### src/rtl/adder_pkg.sv
// Shared types for the pipelined add/subtract unit: operation encoding and NZVC flags.
package adder_pkg;

   typedef enum logic [1:0] {
      OP_ADD = 2'd0,
      OP_SUB = 2'd1,
      OP_ADC = 2'd2,
      OP_SBC = 2'd3
   } op_t;

   typedef struct packed {
      logic n;
      logic z;
      logic v;
      logic c;
   } flags_t;

endpackage

### src/rtl/pipelined_adder_if.sv
// Operand/result handshake bundle for pipelined_adder.
interface pipelined_adder_if #(
   parameter int unsigned WIDTH = 64
);
   import adder_pkg::*;

   logic             in_valid;
   logic             in_ready;
   logic [WIDTH-1:0] in_a;
   logic [WIDTH-1:0] in_b;
   op_t              in_op;
   logic             in_cin;
   logic             out_valid;
   logic             out_ready;
   logic [WIDTH-1:0] out_sum;
   flags_t           out_flags;

   modport master (
      output in_valid, in_a, in_b, in_op, in_cin, out_ready,
      input  in_ready, out_valid, out_sum, out_flags
   );

   modport slave (
      input  in_valid, in_a, in_b, in_op, in_cin, out_ready,
      output in_ready, out_valid, out_sum, out_flags
   );

endinterface

### src/rtl/adder_stage.sv
// One CHUNK-bit slice of the carry chain; also exposes the carry into its top bit.
module adder_stage #(
   parameter int unsigned CHUNK = 16
) (
   input  logic [CHUNK-1:0] a,
   input  logic [CHUNK-1:0] b,
   input  logic             cin,
   output logic [CHUNK-1:0] sum,
   output logic             cout,
   output logic             c_msb_in
);

   assign {cout, sum} = {1'b0, a} + {1'b0, b} + {{CHUNK{1'b0}}, cin};
   // Carry into the top bit recovered from the top-bit sum equation.
   assign c_msb_in = a[CHUNK-1] ^ b[CHUNK-1] ^ sum[CHUNK-1];

endmodule

### src/rtl/pipelined_adder.sv
// WIDTH-bit add/subtract resolved one CHUNK per stage, carry registered between stages,
// NZVC flags formed in the last stage; whole pipe advances when the output is free.
module pipelined_adder #(
   parameter int unsigned WIDTH  = 64,
   parameter int unsigned STAGES = 4
) (
   input  logic              clk,
   input  logic              reset_n,
   pipelined_adder_if.slave  bus
);
   import adder_pkg::*;

   localparam int unsigned CHUNK = WIDTH / STAGES;

   logic [STAGES-1:0] valid_q;
   logic [STAGES-1:0] carry_q;
   logic [WIDTH-1:0]  a_q   [STAGES];
   logic [WIDTH-1:0]  b_q   [STAGES];
   logic [WIDTH-1:0]  sum_q [STAGES];
   flags_t            flags_q;
   flags_t            flags_d;

   logic [WIDTH-1:0]  src_a   [STAGES];
   logic [WIDTH-1:0]  src_b   [STAGES];
   logic [WIDTH-1:0]  src_sum [STAGES];
   logic [WIDTH-1:0]  nxt_sum [STAGES];
   logic              src_c   [STAGES];
   logic              src_v   [STAGES];
   logic              chunk_cout [STAGES];
   logic              last_msb_in;

   logic              advance;
   logic [WIDTH-1:0]  b_prep;
   logic              cin_prep;
   logic              unused_tail;

   assign advance      = !valid_q[STAGES-1] || bus.out_ready;
   assign bus.in_ready = advance;

   always_comb begin
      b_prep   = bus.in_b;
      cin_prep = 1'b0;
      case (bus.in_op)
         OP_ADD:  ;
         OP_SUB:  begin b_prep = ~bus.in_b; cin_prep = 1'b1;       end
         OP_ADC:  cin_prep = bus.in_cin;
         OP_SBC:  begin b_prep = ~bus.in_b; cin_prep = bus.in_cin; end
         default: ;
      endcase
   end

   for (genvar k = 0; k < STAGES; k++) begin : g_stage
      logic [CHUNK-1:0] chunk_sum;
      logic             msb_in;
      logic [WIDTH-1:0] merged;

      if (k == 0) begin : g_src
         assign src_a[k]   = bus.in_a;
         assign src_b[k]   = b_prep;
         assign src_c[k]   = cin_prep;
         assign src_v[k]   = bus.in_valid;
         assign src_sum[k] = '0;
      end else begin : g_src
         // Skew registers carry the not-yet-added upper chunks forward untouched.
         assign src_a[k]   = a_q[k-1];
         assign src_b[k]   = b_q[k-1];
         assign src_c[k]   = carry_q[k-1];
         assign src_v[k]   = valid_q[k-1];
         assign src_sum[k] = sum_q[k-1];
      end

      adder_stage #(.CHUNK(CHUNK)) u_stage (
         .a        (src_a[k][k*CHUNK +: CHUNK]),
         .b        (src_b[k][k*CHUNK +: CHUNK]),
         .cin      (src_c[k]),
         .sum      (chunk_sum),
         .cout     (chunk_cout[k]),
         .c_msb_in (msb_in)
      );

      always_comb begin
         merged = src_sum[k];
         merged[k*CHUNK +: CHUNK] = chunk_sum;
      end
      assign nxt_sum[k] = merged;

      if (k == STAGES - 1) begin : g_last
         assign last_msb_in = msb_in;
      end else begin : g_mid
         logic unused_msb_in;
         assign unused_msb_in = msb_in;
      end
   end

   always_comb begin
      flags_d   = '0;
      flags_d.n = nxt_sum[STAGES-1][WIDTH-1];
      flags_d.z = (nxt_sum[STAGES-1] == '0);
      flags_d.v = last_msb_in ^ chunk_cout[STAGES-1];
      flags_d.c = chunk_cout[STAGES-1];
   end

   always_ff @(posedge clk or negedge reset_n) begin
      if (!reset_n) begin
         valid_q <= '0;
         carry_q <= '0;
         flags_q <= '0;
         for (int k = 0; k < STAGES; k++) begin
            a_q[k]   <= '0;
            b_q[k]   <= '0;
            sum_q[k] <= '0;
         end
      end else if (advance) begin
         for (int k = 0; k < STAGES; k++) begin
            valid_q[k] <= src_v[k];
            carry_q[k] <= chunk_cout[k];
            a_q[k]     <= src_a[k];
            b_q[k]     <= src_b[k];
            sum_q[k]   <= nxt_sum[k];
         end
         flags_q <= flags_d;
      end
   end

   // Last stage's operand/carry copies feed nothing; synthesis trims them.
   assign unused_tail = carry_q[STAGES-1] ^ (^a_q[STAGES-1]) ^ (^b_q[STAGES-1]);

   assign bus.out_valid = valid_q[STAGES-1];
   assign bus.out_sum   = sum_q[STAGES-1];
   assign bus.out_flags = flags_q;

endmodule

### src/flat_wrapper.sv
// flat-port wrapper written by rule: the top's interface ports become plain ports
module pipelined_adder_flat import adder_pkg::*;
#(
   parameter int unsigned WIDTH  = 64,
   parameter int unsigned STAGES = 4
)
  (clk, reset_n, bus_in_valid, bus_in_a, bus_in_b, bus_in_op, bus_in_cin, bus_out_ready, bus_in_ready, bus_out_valid, bus_out_sum, bus_out_flags);
  pipelined_adder_if #(.WIDTH(WIDTH)) bus_i ();
  input  logic clk;
  input  logic reset_n;
  input wire logic [$bits(bus_i.in_valid)-1:0] bus_in_valid;
  input wire logic [$bits(bus_i.in_a)-1:0] bus_in_a;
  input wire logic [$bits(bus_i.in_b)-1:0] bus_in_b;
  input wire logic [$bits(bus_i.in_op)-1:0] bus_in_op;
  input wire logic [$bits(bus_i.in_cin)-1:0] bus_in_cin;
  input wire logic [$bits(bus_i.out_ready)-1:0] bus_out_ready;
  output wire logic [$bits(bus_i.in_ready)-1:0] bus_in_ready;
  output wire logic [$bits(bus_i.out_valid)-1:0] bus_out_valid;
  output wire logic [$bits(bus_i.out_sum)-1:0] bus_out_sum;
  output wire logic [$bits(bus_i.out_flags)-1:0] bus_out_flags;
  assign bus_i.in_valid = bus_in_valid;
  assign bus_i.in_a = bus_in_a;
  assign bus_i.in_b = bus_in_b;
  assign bus_i.in_op = bus_in_op;
  assign bus_i.in_cin = bus_in_cin;
  assign bus_i.out_ready = bus_out_ready;
  assign bus_in_ready = bus_i.in_ready;
  assign bus_out_valid = bus_i.out_valid;
  assign bus_out_sum = bus_i.out_sum;
  assign bus_out_flags = bus_i.out_flags;
  pipelined_adder #(.WIDTH(WIDTH), .STAGES(STAGES)) u_core (.clk(clk), .reset_n(reset_n), .bus(bus_i));
endmodule
### config.mk
export PLATFORM = sky130hd
export DESIGN_NAME = pipelined_adder_flat
export DESIGN_NICKNAME = d
export VERILOG_FILES = /design/src/rtl/adder_pkg.sv /design/src/rtl/pipelined_adder_if.sv /design/src/rtl/adder_stage.sv /design/src/rtl/pipelined_adder.sv /design/src/flat_wrapper.sv
export SDC_FILE = /design/constraint.sdc
export NUM_CORES = 1
export LEC_CHECK = 0
export CORE_MARGIN = 1.5
export CORE_UTILIZATION = 40
export CTS_CLUSTER_SIZE = 28
export DETAILED_ROUTE_END_ITERATION = 10
export PLACE_DENSITY_LB_ADDON = 0.25
export SKIP_CTS_REPAIR_TIMING = 1
export SLEW_MARGIN = 5
export SYNTH_ARGS = -nofsm -noshare
export SYNTH_HDL_FRONTEND = slang
export SYNTH_SLANG_ARGS = --single-unit
### constraint.sdc
create_clock -name clk -period 3.2 [get_ports clk]
set_clock_uncertainty 0.15 [all_clocks]
set_input_delay 0.32 -clock clk [delete_from_list [all_inputs] [get_ports clk]]
set_output_delay 0.32 -clock clk [all_outputs]
set_load 0.02 [all_outputs]
==> impl_metrics.toml, run 1 <==
[status]
outcome = "complete, but fails checks"
failed_checks = "setup timing"

[routing]
wirelength_um = 38500
drc = 0
vias_per_cell = 4.94
drtPass1Iterations = 4
postRouteAntennaNets = 0
vias = 13000
post_drt_wl_per_cell_um = 14.6
drt_iter0_drc = 838

[synth]
syn_avg_cell_area_um2 = 8.93
syn_inst = 1882
synth-seq-cells = 362
yosysSeqAreaShare_pct = 53.9
synth_top_flop_cell = "dfrtp_1"
synth-edff-count = 0
yosysWarnings = 0
syn-num-nets = 2085
synth_area_mm2 = 0.0168
postSynth.asyncResetShare_pct = 100
synth_cell_types = 62

[finish]
fin_area_mm2 = 0.0210
areaGrowthSynthToFinish_pct = 25.3
antenna_cells = 0
fillers = 3917
final_common_cell = "nand2_1"
fin_nets = 2285
drive_above_1_share_pct = 7.26
final_cell_mix = "849 x nand2_1, 362 x dfrtp_1, 202 x clkdlybuf4s50_1, 65 x xnor2_1, 64 x o21ai_0"

[critical_path]
ff2ff_setup_slack_ps = -70
crit_type = "reg2reg"
critPathLaunch = "u_core.b_q[112]"
crit_path_cell_trace = "fa_2, fa_2, a211oi_2, o21ai_1, a31o_1, o21a_1, o21ai_2, a21oi_2, or4_4, o41ai_2"
startpoint_type = "flop"
worstPathArrival_ps = 3570
crit_path_max_incr_delay_ps = 510
r2r-start = "u_core.b_q[112]"
cp_max_fo = 3
cp-end-kind = "flop"
slowest_stage = "or4_4"
required_ps = 3500
crit_top_cell = "fa_2"

[floorplanning]
boundaryPins = 205
dieHeight_um = 208
die_w_um = 208
initial_core_util_pct = 40.9
fp.coreArea_mm2 = 0.0411
die_area_mm2 = 0.0432
rows = 74

[sta]
setup_viol = 1
slew_violations = 0
tns_ps = -68.4
clock.fmax_mhz = 306
setup_slack_ps = -68.4
slew_headroom_pct = 32.5
rsz0062_at_grt = "yes"
period_minus_slack_ps = 3270
finalHoldViolCount = 0
worst_pin_slew_ps = 1010
finalCritPeriodShare_pct = 102

[power]
p_clk_share_pct = 21.2
seq_power_share_pct = 36.9
ir_worst_vdd_uv = 419
p_switching_mw = 8.24
intPower_mw = 13.4
power_frac_comb_pct = 41.9
p_per_area_mw_per_mm2 = 1030
p_leak_nw = 10.1
swShare_pct = 38.1
power_mw = 21.6

[cts]
clk_path_buf_depth = 3
clk_pin_slew_worst_paths_ps = 60
root_buffer = "clkbuf_16"
ctsHtreeMaxLevel = 2
insertion_delay_ps = 560
cts_sinks = 362
cts_buffers = 40
cts_tree = "built"

[hold_path]
hold_path.class = "in2reg"
min_from = "bus_in_a[61]"

[grt]
grt_pass1_wl_um = 64500
gr-total-overflow = 0
grt_usage_pct = 18.1
grt_start_max_net_pins = 215
antenna_found_initial = 0
grt_pass1_vias = 13000

[place]
placed_area_mm2 = 0.0196
io_buffers = 204
finalWeightedCongestion = 0.837
dp_hpwl_um = 26600

[job]
maxCapViolCount = 0
critical path: cells and delay by family, from the launching register on:
kind            cells  cell delay [ps]
compound gates      7             1250
fa+ha+maj           2              860
flops               1              400
simple gates        1              510
per-layer routing:
metal	global-route usage, %	routed length [um]
met1	24.8	18100
met2	29.7	18200
met3	2.55	1320
met4	5.79	892
met5	0	0
kinds of logic after synthesis:
kind of cell | Yosys count | share of synthesized area, %
and+or+nand+nor | 1001 | 23.8
muxes | 2 | 0.127
buffers and inverters | 110 | 2.48
xor gates and xnor gates | 104 | 5.42
adders and majority gates | 68 | 5.42
AOI/OAI and AO/OA | 235 | 8.79
DFF | 362 | 53.9
synthesized netlist by cell type (4+ instances only):
cell type,n,share of area (%)
xor2_1,37,1.9
and2_1,5,0.19
a21oi_1,51,1.5
or3_1,6,0.22
a211oi_1,9,0.40
a2111oi_0,4,0.21
nor2b_1,6,0.22
nand2_1,849,19
nand3_1,7,0.21
buf_1,10,0.22
dfrtp_1,362,54
o21ai_1,25,0.74
o21ai_0,64,1.9
nor4_1,10,0.37
a21o_1,12,0.54
inv_1,19,0.42
a31oi_1,6,0.22
and3_1,4,0.15
nand2b_1,8,0.30
ha_1,60,4.5
o21a_1,14,0.63
and4_1,4,0.21
nor2_1,58,1.3
clkbuf_1,77,1.7
o21bai_1,5,0.22
xnor2_1,67,3.5
fa_1,8,0.95
nor3_1,24,0.72
a31o_1,6,0.31
o31ai_1,10,0.45
nand4_1,4,0.15
power by group through the flow:
stage	Clock, mW	Sequential, mW	Combinational [mW]
after floorplan	0	8.14	5.65
after global routing	4.90	8.23	10.2
after CTS	4.73	7.98	8.91
after global placement	0	7.97	8.67
final	4.59	7.97	9.05
after detailed placement	0	8.04	8.85
flip-flops by register name (all words and copies together), names as in the netlist:
register               count
u_core.valid_q             4
u_core.bus.out_flags       4
u_core.g_stage.merged     96
u_core.carry_q             3
u_core.bus.out_sum        63
u_core.a_q                96
u_core.b_q                96
final cells by class:
class                           instances  area [um2]  share of cell area (%)
Sequential cell                       362        9060                    43.0
Multi-Input combinational cell       1410        7490                    35.6
Timing Repair Buffer                  246        2440                    11.6
Clock buffer                           59        1180                    5.62
Tap cell                              532         666                    3.16
Clock inverter                          9         123                   0.583
Inverter                               22        90.1                   0.428
metrics by stage:
step                      util [%]  instances  hold slack [ps]  setup WS (ps)
final                         51.2       2640              142          -68.4
after global routing          51.2       2640              144           -175
after global placement        47.7       2568              291           -421
after CTS                     50.9       2636             -306           -140
after detailed placement      47.7       2568              296           -454
after floorplan                  -       1882             -126          -10.7
final timing paths:
check / end / cells past startpoint
max in group asynchronous: u_core.a_q[209] / 3
setup reg to reg: u_core.bus.out_flags[2] / 10
hold / removal: u_core.a_q[253] / 3
hold reg to reg: u_core.valid_q[2] / 2
setup / recovery: u_core.bus.out_flags[2] / 10
min in group asynchronous: u_core.a_q[253] / 2
(Power assumes the default switching activity.)
==> run 2, diff against run 1 <==
- CORE_UTILIZATION: 40 -> 31
==> run 2 against run 1 <==
The run still ends with setup timing left. Sequential power rose by 0.5%. Critical path depth did not move. Total power rose by 3.3%. Fmax fell by 3.3%. Via count fell by 0.38%. Largest cell class unchanged. Largest power group unchanged. Highest routed layer is now met5.
==> impl_metrics.toml, run 2 (synthesis gave the netlist of run 1 again) <==
[status]
outcome = "complete, but fails checks"
failed_checks = "setup timing"

[routing]
drtPass1Iterations = 5
wirelength_um = 40200
vias = 13000
post_drt_wl_per_cell_um = 14.3
drt_iter0_drc = 652
drc = 0
vias_per_cell = 4.61
postRouteAntennaNets = 0

[sta]
hold_ws_ps = 153
rsz0062_at_grt = "yes"
slew_headroom_pct = 35.0
period_minus_slack_ps = 3380
finalHoldViolCount = 0
clock.fmax_mhz = 296
setup_viol = 3
finalCritPeriodShare_pct = 106
setup_slack_ps = -179
slew_violations = 0
worst_pin_slew_ps = 975

[finish]
areaGrowthSynthToFinish_pct = 28.2
drive_above_1_share_pct = 7.88
fin_area_mm2 = 0.0215
fin_nets = 2292
fillers = 5432
final_common_cell = "nand2_1"
final_cell_mix = "849 x nand2_1, 362 x dfrtp_1, 202 x clkdlybuf4s50_1, 65 x xnor2_1, 64 x o21ai_0"
post-route-util_pct = 40.1

[floorplanning]
dieHeight_um = 236
boundaryPins = 205
fp.coreArea_mm2 = 0.0537
die_w_um = 236
die_area_mm2 = 0.0556
initial_core_util_pct = 31.3
rows = 85

[grt]
grt_start_max_net_pins = 200
antenna_found_initial = 2
grt_usage_pct = 14.7
grt_pass1_wl_um = 67600
gr-total-overflow = 0
grt_pass1_vias = 13400

[critical_path]
crit_type = "reg2reg"
cp_max_fo = 3
worstPathArrival_ps = 3680
cp-end-kind = "flop"
worstRegToRegCells = 10
required_ps = 3500
startpoint_type = "flop"

[power]
ir_worst_vdd_uv = 422
p_leak_nw = 10.2
p_per_area_mw_per_mm2 = 1040
power_mw = 22.3

[cts]
clk_path_buf_depth = 3
ctsHtreeMaxLevel = 2
clk_pin_slew_worst_paths_ps = 60
cts_buffers = 42
cts_tree = "built"
cts_sinks = 362
insertion_delay_ps = 550
root_buffer = "clkbuf_16"

[hold_path]
hold_depth = 3
hold_path.class = "in2reg"

[job]
maxCapViolCount = 0

[place]
io_buffers = 204
finalWeightedCongestion = 0.809
dp_slack_ps = -452
placed_area_mm2 = 0.0198
dp_hpwl_um = 27900
run 2: cell types whose count changed in the layout (fill, tap and decap cells not counted), sizes merged:
cell / before / now
clkbuf: 59 / 63
diode: 0 / 1
buf: 43 / 48
clkinv: 6 / 4
bufinv: 3 / 7
clkinvlp: 1 / 2
run 2: final timing paths:
| kind | to | slack (ps) | startpoint |
|---|---|---|---|
| worst max-delay path | u_core.bus.out_flags[2] | -180 | u_core.carry_q[2] |
| worst min-delay path | u_core.a_q[246] | 150 | bus_in_a[54] |
| max in group asynchronous | u_core.a_q[252] | 1860 | reset_n |
| worst min register to register | u_core.bus.out_sum[3] | 310 | u_core.bus.out_sum[3] |
| min in group asynchronous | u_core.b_q[217] | 210 | reset_n |
| worst max register to register | u_core.bus.out_flags[2] | -180 | u_core.carry_q[2] |
run 2: stage by stage:
stage	cells	setup TNS (ps)
finish	2817	-237
global placement	2734	-1110
detailed placement	2734	-1540
global route	2817	-818
CTS	2809	-565
floorplan	1882	-10.7
run 2: area by class of cell:
cell class                 instances  area (um2)  share of cell area (%)
clock buffer                      63        1260                    5.87
timing repair buffer             251        2460                    11.4
multi-input combinational       1410        7540                    35.0
inverter                          22        90.1                   0.418
antenna                            1        2.50                  0.0116
clock inverter                    12         240                    1.12
sequential                       362        9060                    42.1
tap                              696         871                    4.04
run 2: worst max-delay path, cell delays in order, from the launching register on:
cell	delay, ps
dfrtp_1	410
fa_2	440
fa_2	470
a211oi_4	290
o21ai_2	90
a31o_1	260
o21a_1	210
o21ai_2	140
a21oi_2	80
or4_4	520
o41ai_2	230
run 2: report_power, final:
part / internal (mW) / switching (mW) / total [mW]
combinational: 4.02 / 5.15 / 9.17
sequential: 6.64 / 1.36 / 8.01
clock: 3.28 / 1.87 / 5.15
total: 13.9 / 8.38 / 22.3
run 2: routing by layer:
layer / global-route usage, % / wire length, um
met3: 2.56 / 1330
met4: 3.85 / 754
met5: 0 / 13
met1: 19.8 / 19100
met2: 24.5 / 19000
==> run 3, diff against run 2 <==
- GPL_TIMING_DRIVEN: not set -> 1
==> results of run 3 <==
The final DEF is identical to that of run 2; final timing and power are the same.
